## src/rtl/lsu_apb_master.sv

```systemverilog
// lsu_apb_master: LSU data-memory APB initiator resolving byte offsets locally (shift/extend loads, RMW stores); LSU_APB_PREADY_EN enables pready_i wait states
module lsu_apb_master #(
  parameter int DMEM_ADDR = 9
) (
  input  logic                 clk_i,
  input  logic                 rst_ni,
  input  logic                 req_valid_i,
  output logic                 req_ready_o,
  input  logic [31:0]          req_addr_i,
  input  logic                 req_we_i,
  input  logic [2:0]           req_funct3_i,
  input  logic [31:0]          req_wdata_i,
  output logic                 rsp_valid_o,
  output logic [31:0]          rsp_rdata_o,
  output logic                 rsp_err_o,
  output logic                 psel_o,
  output logic                 penable_o,
  output logic                 pwrite_o,
  output logic [DMEM_ADDR-1:0] paddr_o,
  output logic [31:0]          pwdata_o,
  output logic [2:0]           pfunct_code_o,
  input  logic [31:0]          prdata_i,
  input  logic                 pready_i
);
  typedef enum logic [1:0] {IDLE, SETUP, ACCESS, RESP} state_t;
  state_t state;
  logic [1:0] off;
  logic we;
  logic [2:0] f3;
  logic [15:0] wdata;
  logic rmw_wr;
  logic done;
  logic unused_ok;
  logic illegal;
  logic misaligned;
  logic [4:0] sh;
  logic [31:0] shifted;
  logic [31:0] ld_data;
  logic [31:0] mask;
  logic [31:0] merged;
`ifdef LSU_APB_PREADY_EN
  assign done = pready_i;
  assign unused_ok = ^req_addr_i[31:DMEM_ADDR+2];
`else
  assign done = 1'b1;
  assign unused_ok = ^{req_addr_i[31:DMEM_ADDR+2], pready_i};
`endif
  assign illegal = req_we_i ? (req_funct3_i[2] || req_funct3_i[1:0] == 2'b11)
                            : (req_funct3_i[1:0] == 2'b11 || req_funct3_i[2:1] == 2'b11);
  assign misaligned = (req_funct3_i[1:0] == 2'b01 && req_addr_i[0])
                   || (req_funct3_i[1:0] == 2'b10 && req_addr_i[1:0] != 2'b00);
  always_comb begin
    sh = {off, 3'b000};
    shifted = prdata_i >> sh;
    ld_data = f3[1:0] == 2'b10 ? shifted
            : f3[0] ? {{16{shifted[15] & ~f3[2]}}, shifted[15:0]}
            : {{24{shifted[7] & ~f3[2]}}, shifted[7:0]};
    mask = (f3[0] ? 32'h0000_FFFF : 32'h0000_00FF) << sh;
    merged = (prdata_i & ~mask) | (({16'h0000, wdata}) << sh & mask);
  end
  always_ff @(posedge clk_i or negedge rst_ni) begin
    if (!rst_ni) begin
      state <= IDLE;
      req_ready_o <= 1'b1;
      rsp_valid_o <= 1'b0;
      rsp_rdata_o <= '0;
      rsp_err_o <= 1'b0;
      psel_o <= 1'b0;
      penable_o <= 1'b0;
      pwrite_o <= 1'b0;
      paddr_o <= '0;
      pwdata_o <= '0;
      pfunct_code_o <= '0;
      off <= '0;
      we <= 1'b0;
      f3 <= '0;
      wdata <= '0;
      rmw_wr <= 1'b0;
    end else begin
      case (state)
        IDLE: if (req_valid_i) begin
          off <= req_addr_i[1:0];
          we <= req_we_i;
          f3 <= req_funct3_i;
          wdata <= req_wdata_i[15:0];
          rmw_wr <= 1'b0;
          req_ready_o <= 1'b0;
          if (illegal || misaligned) begin
            state <= RESP;
            rsp_valid_o <= 1'b1;
            rsp_err_o <= 1'b1;
            rsp_rdata_o <= '0;
          end else begin
            state <= SETUP;
            psel_o <= 1'b1;
            paddr_o <= req_addr_i[DMEM_ADDR+1:2];
            pwrite_o <= req_we_i && req_addr_i[1:0] == 2'b00;
            pwdata_o <= req_wdata_i;
            pfunct_code_o <= req_addr_i[1:0] == 2'b00 ? req_funct3_i : 3'b010;
          end
        end
        SETUP: begin
          state <= ACCESS;
          penable_o <= 1'b1;
        end
        ACCESS: if (done) begin
          penable_o <= 1'b0;
          if (we && off != 2'b00 && !rmw_wr) begin
            state <= SETUP;
            rmw_wr <= 1'b1;
            pwrite_o <= 1'b1;
            pwdata_o <= merged;
          end else begin
            state <= RESP;
            psel_o <= 1'b0;
            pwrite_o <= 1'b0;
            rsp_valid_o <= 1'b1;
            rsp_err_o <= 1'b0;
            rsp_rdata_o <= we ? 32'h0 : off == 2'b00 ? prdata_i : ld_data;
          end
        end
        default: begin
          state <= IDLE;
          rsp_valid_o <= 1'b0;
          rsp_err_o <= 1'b0;
          rsp_rdata_o <= '0;
          req_ready_o <= 1'b1;
        end
      endcase
    end
  end
endmodule

```

## config.mk

```make
export PLATFORM = sky130hd
export DESIGN_NAME = lsu_apb_master
export DESIGN_NICKNAME = d
export VERILOG_FILES = /design/src/rtl/lsu_apb_master.sv
export SDC_FILE = /design/constraint.sdc
export NUM_CORES = 1
export LEC_CHECK = 0
export CORE_MARGIN = 2
export CORE_UTILIZATION = 25
export DETAILED_ROUTE_END_ITERATION = 16
export PLACE_DENSITY = 0.52
export SLEW_MARGIN = 0
export SYNTH_ARGS = -nofsm -noshare
export SYNTH_HDL_FRONTEND = slang
export SYNTH_SLANG_ARGS = --single-unit
```

## constraint.sdc

```tcl
create_clock -name clk_i -period 2.7 [get_ports clk_i]
set_clock_uncertainty 0.1 [all_clocks]
set_input_delay 0.405 -clock clk_i [delete_from_list [all_inputs] [get_ports clk_i]]
set_output_delay 0.405 -clock clk_i [all_outputs]
set_load 0.005 [all_outputs]
```

# After elaboration in Yosys (flattened, before gate mapping)
# Index checks and enable logic that the tools add are counted.
dict set report totals {
  reg_bits 107
  word_cells 104
  input_bits 104
}
dict set report classes {
  n_eq_ne 12
  muxes 37
  bitwise 10
  shift 3
  n_reduce_logical 26
}
# cell n
set ops {}
lappend ops {{$mux W32} 10}
lappend ops {{$pmux W32 S3} 1}
lappend ops {{$and A32 B32 Y32} 2}
lappend ops {{$pmux W32 S2} 1}
lappend ops {{$shl A16 B5 Y32} 2}
lappend ops {{$not A32 Y32} 1}
lappend ops {{$or A32 B32 Y32} 1}
lappend ops {{$shr A32 B5 Y32} 1}
lappend ops {{$mux W16} 1}
lappend ops {{$mux W1} 12}
lappend ops {{$reduce_and A4 Y1} 3}
lappend ops {{$eq A2 B2 Y1 const B} 5}
lappend ops {{$ne A2 B2 Y1 const B} 5}
lappend ops {{$pmux W1 S2} 5}
lappend ops {{$reduce_and A3 Y1} 3}
lappend ops {{$reduce_bool A2 Y1} 4}
lappend ops {{$logic_not A2 Y1} 3}
lappend ops {{$mux W2} 3}
lappend ops {{$pmux W1 S3} 2}
lappend ops {{$pmux W2 S3} 1}
lappend ops {{$logic_and A1 B1 Y1} 5}
lappend ops {{$eq A2 B1 Y1 const B} 2}
lappend ops {{$logic_or A1 B1 Y1} 4}
lappend ops {{$not A1 Y1} 4}
lappend ops {{5 further kinds} 7}

# Logic depth before layout (Yosys ltp)
# Gate-level depths: netlist (run 1).
dict set report depth {
  ltp_word 8
  mapped_depth 9
  mapped_depth_nobuf 7
}

# Least setup slack after synthesis (run 1)
# Ideal clock, no wire load.
dict set report synth_path {
  path_kind {reg-to-reg}
  startpoint {register state[0]}
  endpoint {register rsp_rdata_o[19]}
  stages_incl_launch_ff 8
  path_buffers 2
  synth_period_minus_slack_ns 1.996
  arrival_time_ns 1.770
  setup_ns 0.126
  slack_ns 0.704
  path_cell_list {dfrtp_1 > inv_1 > ha_1 > clkbuf_1 > nor3_1 > o21a_1 > buf_2 > a221o_1}
}
dict set report synth_between {
  elab_chain_cells 3
  elab_cells_between_ends 9
}
# element line_no
set synth_lines {}
lappend synth_lines {{start, declared} 26} ;# state_t state;
lappend synth_lines {{start signal, assigned} 63} ;# state <= IDLE;
lappend synth_lines {{start signal, assigned} 89} ;# state <= RESP;
lappend synth_lines {{start signal, assigned} 94} ;# state <= SETUP;
lappend synth_lines {{$eq A2 B2 Y1, or another cell as far along} 80} ;# case (state)
lappend synth_lines {{$ne A2 B2 Y1 (no source line) or $not A1 Y1 (tied branches)} --}
lappend synth_lines {{$reduce_and A4 Y1 (no source line)} --}
lappend synth_lines {{end signal, assigned} 119} ;# rsp_rdata_o <= we ? 32'h0 : off == 2'b00 ? prdata_i : ld_data;
lappend synth_lines {{end, declared} 14} ;# output logic [31:0] rsp_rdata_o,
# Parallel ways exist; a longest one is shown, timed or not.
# A chain may end at the register's enable or synchronous reset.

# Worst setup path in the final report (run 1)
dict set report layout_path {
  startpoint {register state[0]}
  endpoint {register rsp_rdata_o[25]}
}
# The elaborated chain is that of the path after synthesis.

==> reports/qor.yml, run 1 <==
setup_viol: 0
slowest_delay_ns: 0.40
grt_pass1_wl_mm: 31.0
cts_tree: "yes"
ant_nets: 0
firstDrtPassIters: 4
place.gp.congestion: 0.817
finalMaxSlewViolations: 0
fp-row-count: 55
dpl-instance-area_um2: 7840
synthArstFlopShare: 1.00
grt-ovfl-total: 0
cts_buffer_depth: 2
synth_seq_cells: 107
netSwitchingFraction: 0.399
grt_start_max_net_pins: 60
area.growth.synth_to_final_pct: 40.3
cts_made_buffers: 9
start_util: 0.256
wl_mm: 20.0
synth-main-ff-cell: "dfrtp_1"
mappedNetlistNets: 704
power_mw: 9.51
synth_warnings: 0
maxSlewHeadroom: 0.566
num_vias: 5179
io_pins: 186
avgViaCountPerCell: 4.92
wl_per_cell_um: 19.0
p_int_mw: 5.71
p_sw_mw: 3.80
drtIter0Drc: 286
pwr-share-clk: 0.145
cp_max_fo: 9
ys_seq_area_frac: 0.461
netlist-cell-type-count: 57
rsz0062_at_grt: "false"
numPortBuffers: 163
insertion_delay_ns: 0.36
avgSynthCellArea_um2: 9.76
worstSetupStartpointType: "flop"
syn_area_um2: 5820
path_cells: "inv_1, ha_2, nand2b_1, nor4_2, buf_4, o211ai_1, nor2_2, a221o_1"
cp_slowest_cell: "dfrtp_1"
synth_cells: 596
place_ws_ns: -0.00115
seqPwrFrac: 0.312
cts.sinks: 107
finalCritPeriodShare: 0.905
post_cts_buffers: 0
pwr_density_cell_nw_per_um2: 1170
die_area_um2: 24500
design_area_um2: 8160
outcome: "completed"
criticalPathCategory: "reg -> reg"
leakagePower_nw: 3.41
min_period_ns: 2.44
hp-class: "in -> async"
max_freq_ghz: 0.409
drive_gt1_frac: 0.154
path_clk_slew_ns: 0.07
die_h_um: 157
place_hpwl_mm: 15.3
tightest_slew_ns: 0.643
antenna_found_initial: 3
grt_pass1_vias: 5292
dieWidth_um: 157
core_um2: 22700
fin_util: 0.359
cts_max_level: 3
grt_use_total: 0.167
cp.buffers_inverters: 2
hold_viol: 0
cp_data_required_time_ns: 2.90
synth_edf_count: 0
fill_cells: 2336
fin_nets: 868
layout_setup_ws_ns: 0.256
irDropWorstVdd_v: 0.000468
drv_cap: 0
clockRootBuffer: "clkbuf_16"
combPwrFrac: 0.543
end_kind: "flop"
arrival_ns: 2.64
drc_errors: 0
cp_top_family: "simple AND/OR/NAND/NOR gates"
## repair_timing
action	in CTS	in global routing
endpoints found under the hold margin	19	0
gates resized for setup	0	1
hold buffers	1	0
endpoints found under the setup margin	0	2
## worst reg2reg max path: stages (launching register included)
cell	delay (ns)
dfrtp_1	0.40
inv_1	0.11
ha_2	0.30
nand2b_1	0.25
nor4_2	0.33
buf_4	0.19
o211ai_1	0.17
nor2_2	0.37
a221o_1	0.18
## final cells by class
| type | instances | area (um^2) | share of cell area |
|---|---|---|---|
| Multi-Input combinational cell | 437 | 2870 | 0.352 |
| Timing Repair Buffer | 194 | 1900 | 0.233 |
| Inverter | 11 | 41.3 | 0.00506 |
| Tap cell | 285 | 357 | 0.0437 |
| Clock inverter | 5 | 60.1 | 0.00736 |
| Antenna cell | 2 | 5.00 | 0.000613 |
| Sequential cell | 107 | 2680 | 0.329 |
| Clock buffer | 11 | 243 | 0.0298 |
## metal layers
metal / share of wire / track usage / up-vias
li1: - / - / 2505
met1: 0.45 / 0.218 / 2494
met2: 0.47 / 0.276 / 165
met3: 0.065 / 0.0424 / 15
met4: 0.013 / 0.0419 / 0
met5: 0 / 0 / -
## synthesized netlist by cell type (8+ instances only)
master	n	area [um^2]
o21ai_1	22	110
a221o_1	10	100
buf_2	11	55.1
o21ai_2	11	96.3
o22ai_1	12	75.1
mux2i_1	28	280
nor2_1	33	124
mux2_2	43	484
o21ai_0	48	240
o2bb2a_1	8	80.1
a21oi_1	44	220
clkbuf_1	16	60.1
dfrtp_1	106	2650
nand2_1	84	315
a211oi_1	10	75.1
inv_1	10	37.5
## logic make-up after synthesis
| logic type | after synthesis | share of synthesized area |
|---|---|---|
| fa+ha+maj | 4 | 0.00861 |
| mux | 71 | 0.131 |
| compound gates | 208 | 0.237 |
| flops | 107 | 0.461 |
| simple gates | 154 | 0.116 |
| buf+inv | 52 | 0.0465 |
## through the flow
step | hold slack, ns | setup TNS [ns] | std cells
2_1_floorplan | 0.00941 | 0 | 596
3_3_place_gp | 0.222 | -0.0131 | 1033
3_5_place_dp | 0.219 | -0.00115 | 1033
4_1_cts | 0.375 | 0 | 1050
5_1_grt | 0.393 | 0 | 1050
6_report | 0.372 | 0 | 1052
## sequential cells by signal (all words and copies together) (netlist names)
| register | cells |
|---|---|
| f3 | 3 |
| off | 2 |
| paddr_o | 9 |
| penable_o | 1 |
| pfunct_code_o | 3 |
| psel_o | 1 |
| pwdata_o | 32 |
| pwrite_o | 1 |
| req_ready_o | 1 |
| rmw_wr | 1 |
| rsp_err_o | 1 |
| rsp_rdata_o | 32 |
| rsp_valid_o | 1 |
| state | 2 |
| wdata | 16 |
| we | 1 |
## power by group through the flow
stage               sequential (mW)  combinational, mW  clock [mW]
global placement               3.00               5.16           0
CTS                            2.98               5.22        1.43
global route                   3.08               5.71        1.48
finish                         2.97               5.16        1.38
detailed placement             3.00               5.20           0
floorplan                      2.85               3.05           0
## path summary, 6_finish.rpt
kind | start | to | slack (ns) | depth (start not counted)
max | state[0] | rsp_rdata_o[25] | 0.26 | 8
min | rst_ni | pwdata_o[17] | 0.37 | 2
max reg2reg | state[0] | rsp_rdata_o[25] | 0.26 | 8
min reg2reg | rsp_rdata_o[5] | rsp_rdata_o[5] | 0.38 | 2
max in group asynchronous | rst_ni | rsp_rdata_o[0] | 1.42 | 3
min in group clk_i | rsp_rdata_o[5] | rsp_rdata_o[5] | 0.38 | 2
## cells in the final DEF, fill, tap and decap left out, types with 3 or more instances in the layout
cell,n
o22ai_1,12
a211oi_1,10
nand2b_1,5
a21o_1,7
or2_2,4
ha_1,3
nor2_1,33
clkbuf_16,9
mux2i_1,28
mux2_2,43
clkdlybuf4s50_1,162
o31ai_1,3
nand2_1,84
dfrtp_1,105
a22o_1,5
inv_1,10
o21ai_1,22
o211ai_1,3
o21ai_0,48
o21ai_2,11
and3_1,4
nor3_1,6
a21oi_1,44
buf_12,3
a32o_1,3
nand3_1,6
a221o_1,10
o311ai_0,7
buf_4,28
o2bb2a_1,8
No activity file was read; power rests on OpenSTA's default activity.
==> run 2, diff against run 1 <==
Settings changed: ABC_AREA set to 1, HOLD_SLACK_MARGIN set to 0.08, PLACE_DENSITY 0.52 to 0.51.
==> reports/qor.yml, run 2 <==
avgViaCountPerCell: 4.43
seq_area_um2: 2680
cts.sinks: 107
tns_ns: 0
cp_slowest_cell: "inv_2"
wl_per_cell_um: 15.7
finalCritPeriodShare: 0.845
path_clk_slew_ns: 0.08
tightest_slew_ns: 0.819
cts_max_level: 3
dr_wl_met2_mm: 9.13
place_hpwl_mm: 16.0
pwr_density_cell_nw_per_um2: 1120
netlist-cell-type-count: 32
r2r_cells: 10
design_area_um2: 8200
insertion_delay_ns: 0.37
maxSlewHeadroom: 0.453
end_kind: "flop"
fill_cells: 2560
highest_layer: "met5"
avgSynthCellArea_um2: 6.92
dpl-instance-area_um2: 7890
criticalPathCategory: "reg -> reg"
die_h_um: 159
dieWidth_um: 159
final_common_cell: "nand2_1"
grt_pass1_wl_mm: 32.9
top_regs: "pwdata_o x32, rsp_rdata_o x32, wdata x16"
cp_max_fo: 33
fp-row-count: 56
dr_wl_met3_mm: 1.39
outcome: "completed"
drc_errors: 0
setup_viol: 0
drive_gt1_frac: 0.0560
wl_met1_mm: 10.2
ys_seq_area_frac: 0.447
cts_tree: "yes"
grt_use_total: 0.167
ys_top_cells_by_area: "dfrtp_1 (44%), nand2_1 (23%), o21ai_0 (7.4%)"
crit_top_cell: "nand2_1"
synth-main-ff-cell: "dfrtp_1"
num_antenna_cells: 0
cp.buffers_inverters: 3
rsz0062_at_grt: "false"
numPortBuffers: 163
slowest_delay_ns: 0.44
multi_input_area_um2: 2760
drv_cap: 0
firstDrtPassIters: 5
arrival_ns: 2.49
cp_top_family: "simple AND/OR/NAND/NOR gates"
place.gp.congestion: 0.914
synth_seq_cells: 107
synth_top_area_cell: "dfrtp_1"
ctsResizeCount: 0
syn_area_um2: 5990
grt_pass1_vias: 5795
die_area_um2: 25200
path_cells: "inv_1, ha_1, inv_2, nor2_1, nor2_1, nand2_1, nor2_4, inv_2, nand2_1, nand2_1"
cp_data_required_time_ns: 2.91
synth_edf_count: 0
num_vias: 5928
synth_warnings: 0
drtIter0Drc: 403
min_period_ns: 2.28
core_um2: 23500
synth_cells: 865
ant_nets: 0
mappedNetlistNets: 973
wl_mm: 21.1
start_util: 0.255
hp-class: "reg -> reg"
crit_cells: 10
mostFrequentLayoutCells: "nand2_1 (365), clkdlybuf4s50_1 (162), dfrtp_1 (106)"
synthArstFlopShare: 1.00
synth.most_common_cell: "nand2_1"
grt_start_max_net_pins: 52
place_ws_ns: 0.248
layout_setup_ws_ns: 0.418
area.growth.synth_to_final_pct: 36.9
cts_made_buffers: 9
worstSetupStartpointType: "flop"
clockRootBuffer: "clkbuf_16"
grt-ovfl-total: 0
leakagePower_nw: 4.11
yosysTopAreaCellShare: 0.443
regToRegSetupSlack_ns: 0.42
synthTopCellsByCount: "nand2_1 (365), dfrtp_1 (106), o21ai_0 (88), nor2_1 (77), inv_1 (67)"
finalMaxSlewViolations: 0
io_pins: 186
antenna_found_initial: 1
irDropWorstVdd_v: 0.000422
max_freq_ghz: 0.438
post_cts_buffers: 0
hold_viol: 0
fin_nets: 1121
cts_buffer_depth: 2
hold_depth: 2
run 2: cell count changes after synthesis, moves of 11 or more:
cell / delta
nand2_1: +281
inv_1: +57
nor2_1: +44
mux2_2: -43
o21ai_0: +40
mux2i_1: -28
nand3_1: +28
a21oi_1: -14
o21ai_1: -14
o21ai_2: -11
run 2: worst paths after layout:
check,endpoint,startpoint
setup reg to reg,pwdata_o[27],state[0]
min in group asynchronous,pwdata_o[24],rst_ni
hold / removal,pwdata_o[15],pwdata_o[15]
setup / recovery,pwdata_o[27],state[0]
max in group asynchronous,rsp_rdata_o[28],rst_ni
hold reg to reg,pwdata_o[15],pwdata_o[15]
run 2: what timing repair did:
item	in CTS	in global routing
hold endpoints to repair	42	0
setup endpoints to repair	0	0
hold buffers	1	0
run 2: stage by stage:
stage | util | cells | hold WS [ns] | power (mW)
after floorplan | - | 865 | 0.00941 | 5.86
after global placement | 0.336 | 1320 | 0.353 | 7.84
after detailed placement | 0.336 | 1320 | 0.357 | 7.87
after CTS | 0.349 | 1337 | 0.378 | 9.27
after global routing | 0.349 | 1337 | 0.399 | 10.0
final | 0.349 | 1337 | 0.374 | 9.16
run 2: layout make-up:
type | count | area share
Clock buffer | 9 | 0.0275
Clock inverter | 7 | 0.00824
Sequential cell | 107 | 0.327
Timing Repair Buffer | 181 | 0.217
Multi-Input combinational cell | 638 | 0.337
Tap cell | 319 | 0.0487
Inverter | 76 | 0.0351
run 2: where the power goes:
group	total (mW)	internal [mW]	leakage (nW)	switching, mW
Sequential	2.72	2.30	1.37	0.418
Combinational	5.10	2.06	2.60	3.03
Clock	1.35	0.654	0.146	0.696
Total	9.16	5.02	4.11	4.15
run 2: cells by family after synthesis:
logic type,count (synthesis),synth area share
adders and majority gates,4,0.00836
buffers and inverters,120,0.0917
DFF,107,0.447
AOI/OAI and AO/OA,147,0.132
and+or+nand+nor,487,0.320
run 2: routing by layer:
metal | vias to the layer above | global-route usage
li1 | 2993 | -
met1 | 2732 | 0.231
met2 | 177 | 0.255
met3 | 24 | 0.0470
met4 | 2 | 0.0463
met5 | - | 0
run 2: worst min-delay path, cell delays in order, from the launching register on:
cell	delay, ns
dfrtp_1	0.35
nand2_1	0.05
nand2_1	0.05
==> run 3, diff against run 2 <==
Clock period 2.7 ns to 2.1 ns, I/O delays scaled along.
==> reports/qor.yml, run 3 (synthesized netlist as in run 2, its figures left out) <==
netSwitchingFraction: 0.431
grt_pass1_vias: 5982
arrival_ns: 2.09
numPortBuffers: 163
cts_made_buffers: 9
seqPwrFrac: 0.283
cts_max_level: 3
pwr-share-clk: 0.152
leakagePower_nw: 4.28
grt-ovfl-total: 0
dr_wl_met2_mm: 9.30
place_ws_ns: -0.0617
cp_max_fo: 12
io_pins: 186
top_regs: "pwdata_o x32, rsp_rdata_o x32, wdata x16"
drv_cap: 0
dr_wl_met3_mm: 1.50
cts.sinks: 107
cts_tree: "yes"
drc_errors: 0
criticalPathCategory: "reg -> reg"
final_common_cell: "nand2_1"
die_h_um: 159
wl_per_cell_um: 15.4
worstSetupStartpointType: "flop"
avgViaCountPerCell: 4.43
antenna_found_initial: 1
cp-startpoint: "state[0]"
layout_setup_ws_ns: 0.162
grt_start_max_net_pins: 46
cp_data_required_time_ns: 2.26
hold_viol: 0
highest_layer: "met4"
area.growth.synth_to_final_pct: 42.8
ant_nets: 0
combPwrFrac: 0.565
hp-class: "in -> async"
dieWidth_um: 159
place.gp.congestion: 0.855
fp-row-count: 56
min_period_ns: 1.94
irDropWorstVdd_v: 0.000549
cts_buffer_depth: 2
outcome: "completed"
firstDrtPassIters: 5
setup_viol: 0
fill_cells: 2589
place_hpwl_mm: 16.3
die_area_um2: 25200
mostFrequentLayoutCells: "nand2_1 (365), clkdlybuf4s50_1 (162), dfrtp_1 (106)"
max_freq_ghz: 0.516
grt_use_total: 0.169
core_um2: 23500
num_vias: 6072
power_mw: 12.5
fin_cells: 1370
grt_pass1_wl_mm: 33.7
drive_gt1_frac: 0.0895
clockRootBuffer: "clkbuf_16"
finalCritPeriodShare: 0.923
wl_mm: 21.1
start_util: 0.255
maxSlewHeadroom: 0.622
fin_nets: 1153
tightest_slew_ns: 0.565
wl_met1_mm: 10.1
p_sw_mw: 5.36
finalMaxSlewViolations: 0
post_cts_buffers: 0
path_clk_slew_ns: 0.08
tns_ns: 0
dp_cells: 1351
pwr_density_cell_nw_per_um2: 1460
drtIter0Drc: 443
insertion_delay_ns: 0.36
rsz0062_at_grt: "false"
p_int_mw: 7.09
end_kind: "flop"
r2r_start: "state[0]"
[run 3: timing repair]
item,4_1_cts,5_1_grt
hold buffers,1,0
endpoints found under the setup margin,0,68
endpoints found under the hold margin,32,0
resized for setup,0,9
[run 3: final timing paths]
check | to | slack, ns | depth (start not counted)
setup / recovery | pwdata_o[17] | 0.16 | 10
hold / removal | pwdata_o[15] | 0.36 | 2
setup reg to reg | pwdata_o[17] | 0.16 | 10
hold reg to reg | pwdata_o[6] | 0.37 | 2
max in group asynchronous | req_ready_o | 0.93 | 3
min in group clk_i | pwdata_o[6] | 0.37 | 2
[run 3: area by class of cell]
class                           instances  area [um^2]  area share
Inverter                               76          292      0.0341
Sequential cell                       107         2680       0.313
Timing Repair Buffer                  212         2070       0.242
Multi-Input combinational cell        638         2770       0.324
Antenna cell                            1         2.50    0.000293
Timing Repair inverter                  1         7.51    0.000878
Tap cell                              319          399      0.0467
Clock buffer                            9          225      0.0264
Clock inverter                          7          101      0.0119
[run 3: layer usage]
| metal | GRT usage | up-vias |
|---|---|---|
| li1 | - | 3062 |
| met1 | 0.237 | 2797 |
| met2 | 0.264 | 201 |
| met3 | 0.0389 | 12 |
| met4 | 0.0363 | 0 |
| met5 | 0 | - |
[run 3: power by group through the flow]
stage / clock network [mW] / registers (mW) / logic (mW)
2_1_floorplan: 0 / 3.50 / 4.04
4_1_cts: 1.94 / 3.54 / 7.05
3_3_place_gp: 0 / 3.56 / 6.99
6_report: 1.89 / 3.53 / 7.04
3_5_place_dp: 0 / 3.55 / 7.02
5_1_grt: 2.03 / 3.64 / 7.96
[run 3: critical path, stage by stage (launching register included)]
cell     delay, ns
dfrtp_1       0.41
inv_1         0.11
ha_2          0.30
nor2_1        0.13
nor2_1        0.12
nand2_1       0.10
nor2_4        0.16
inv_2         0.07
buf_4         0.18
nand2_1       0.07
nand2_1       0.05
[run 3: through the flow]
stage                     utilization  hold slack, ns  area (um^2)
after global routing            0.364           0.369         8540
after floorplan                     -         -0.0806         5990
final                           0.364           0.355         8550
after global placement          0.348           0.220         8180
after CTS                       0.363           0.372         8510
after detailed placement        0.348           0.211         8180
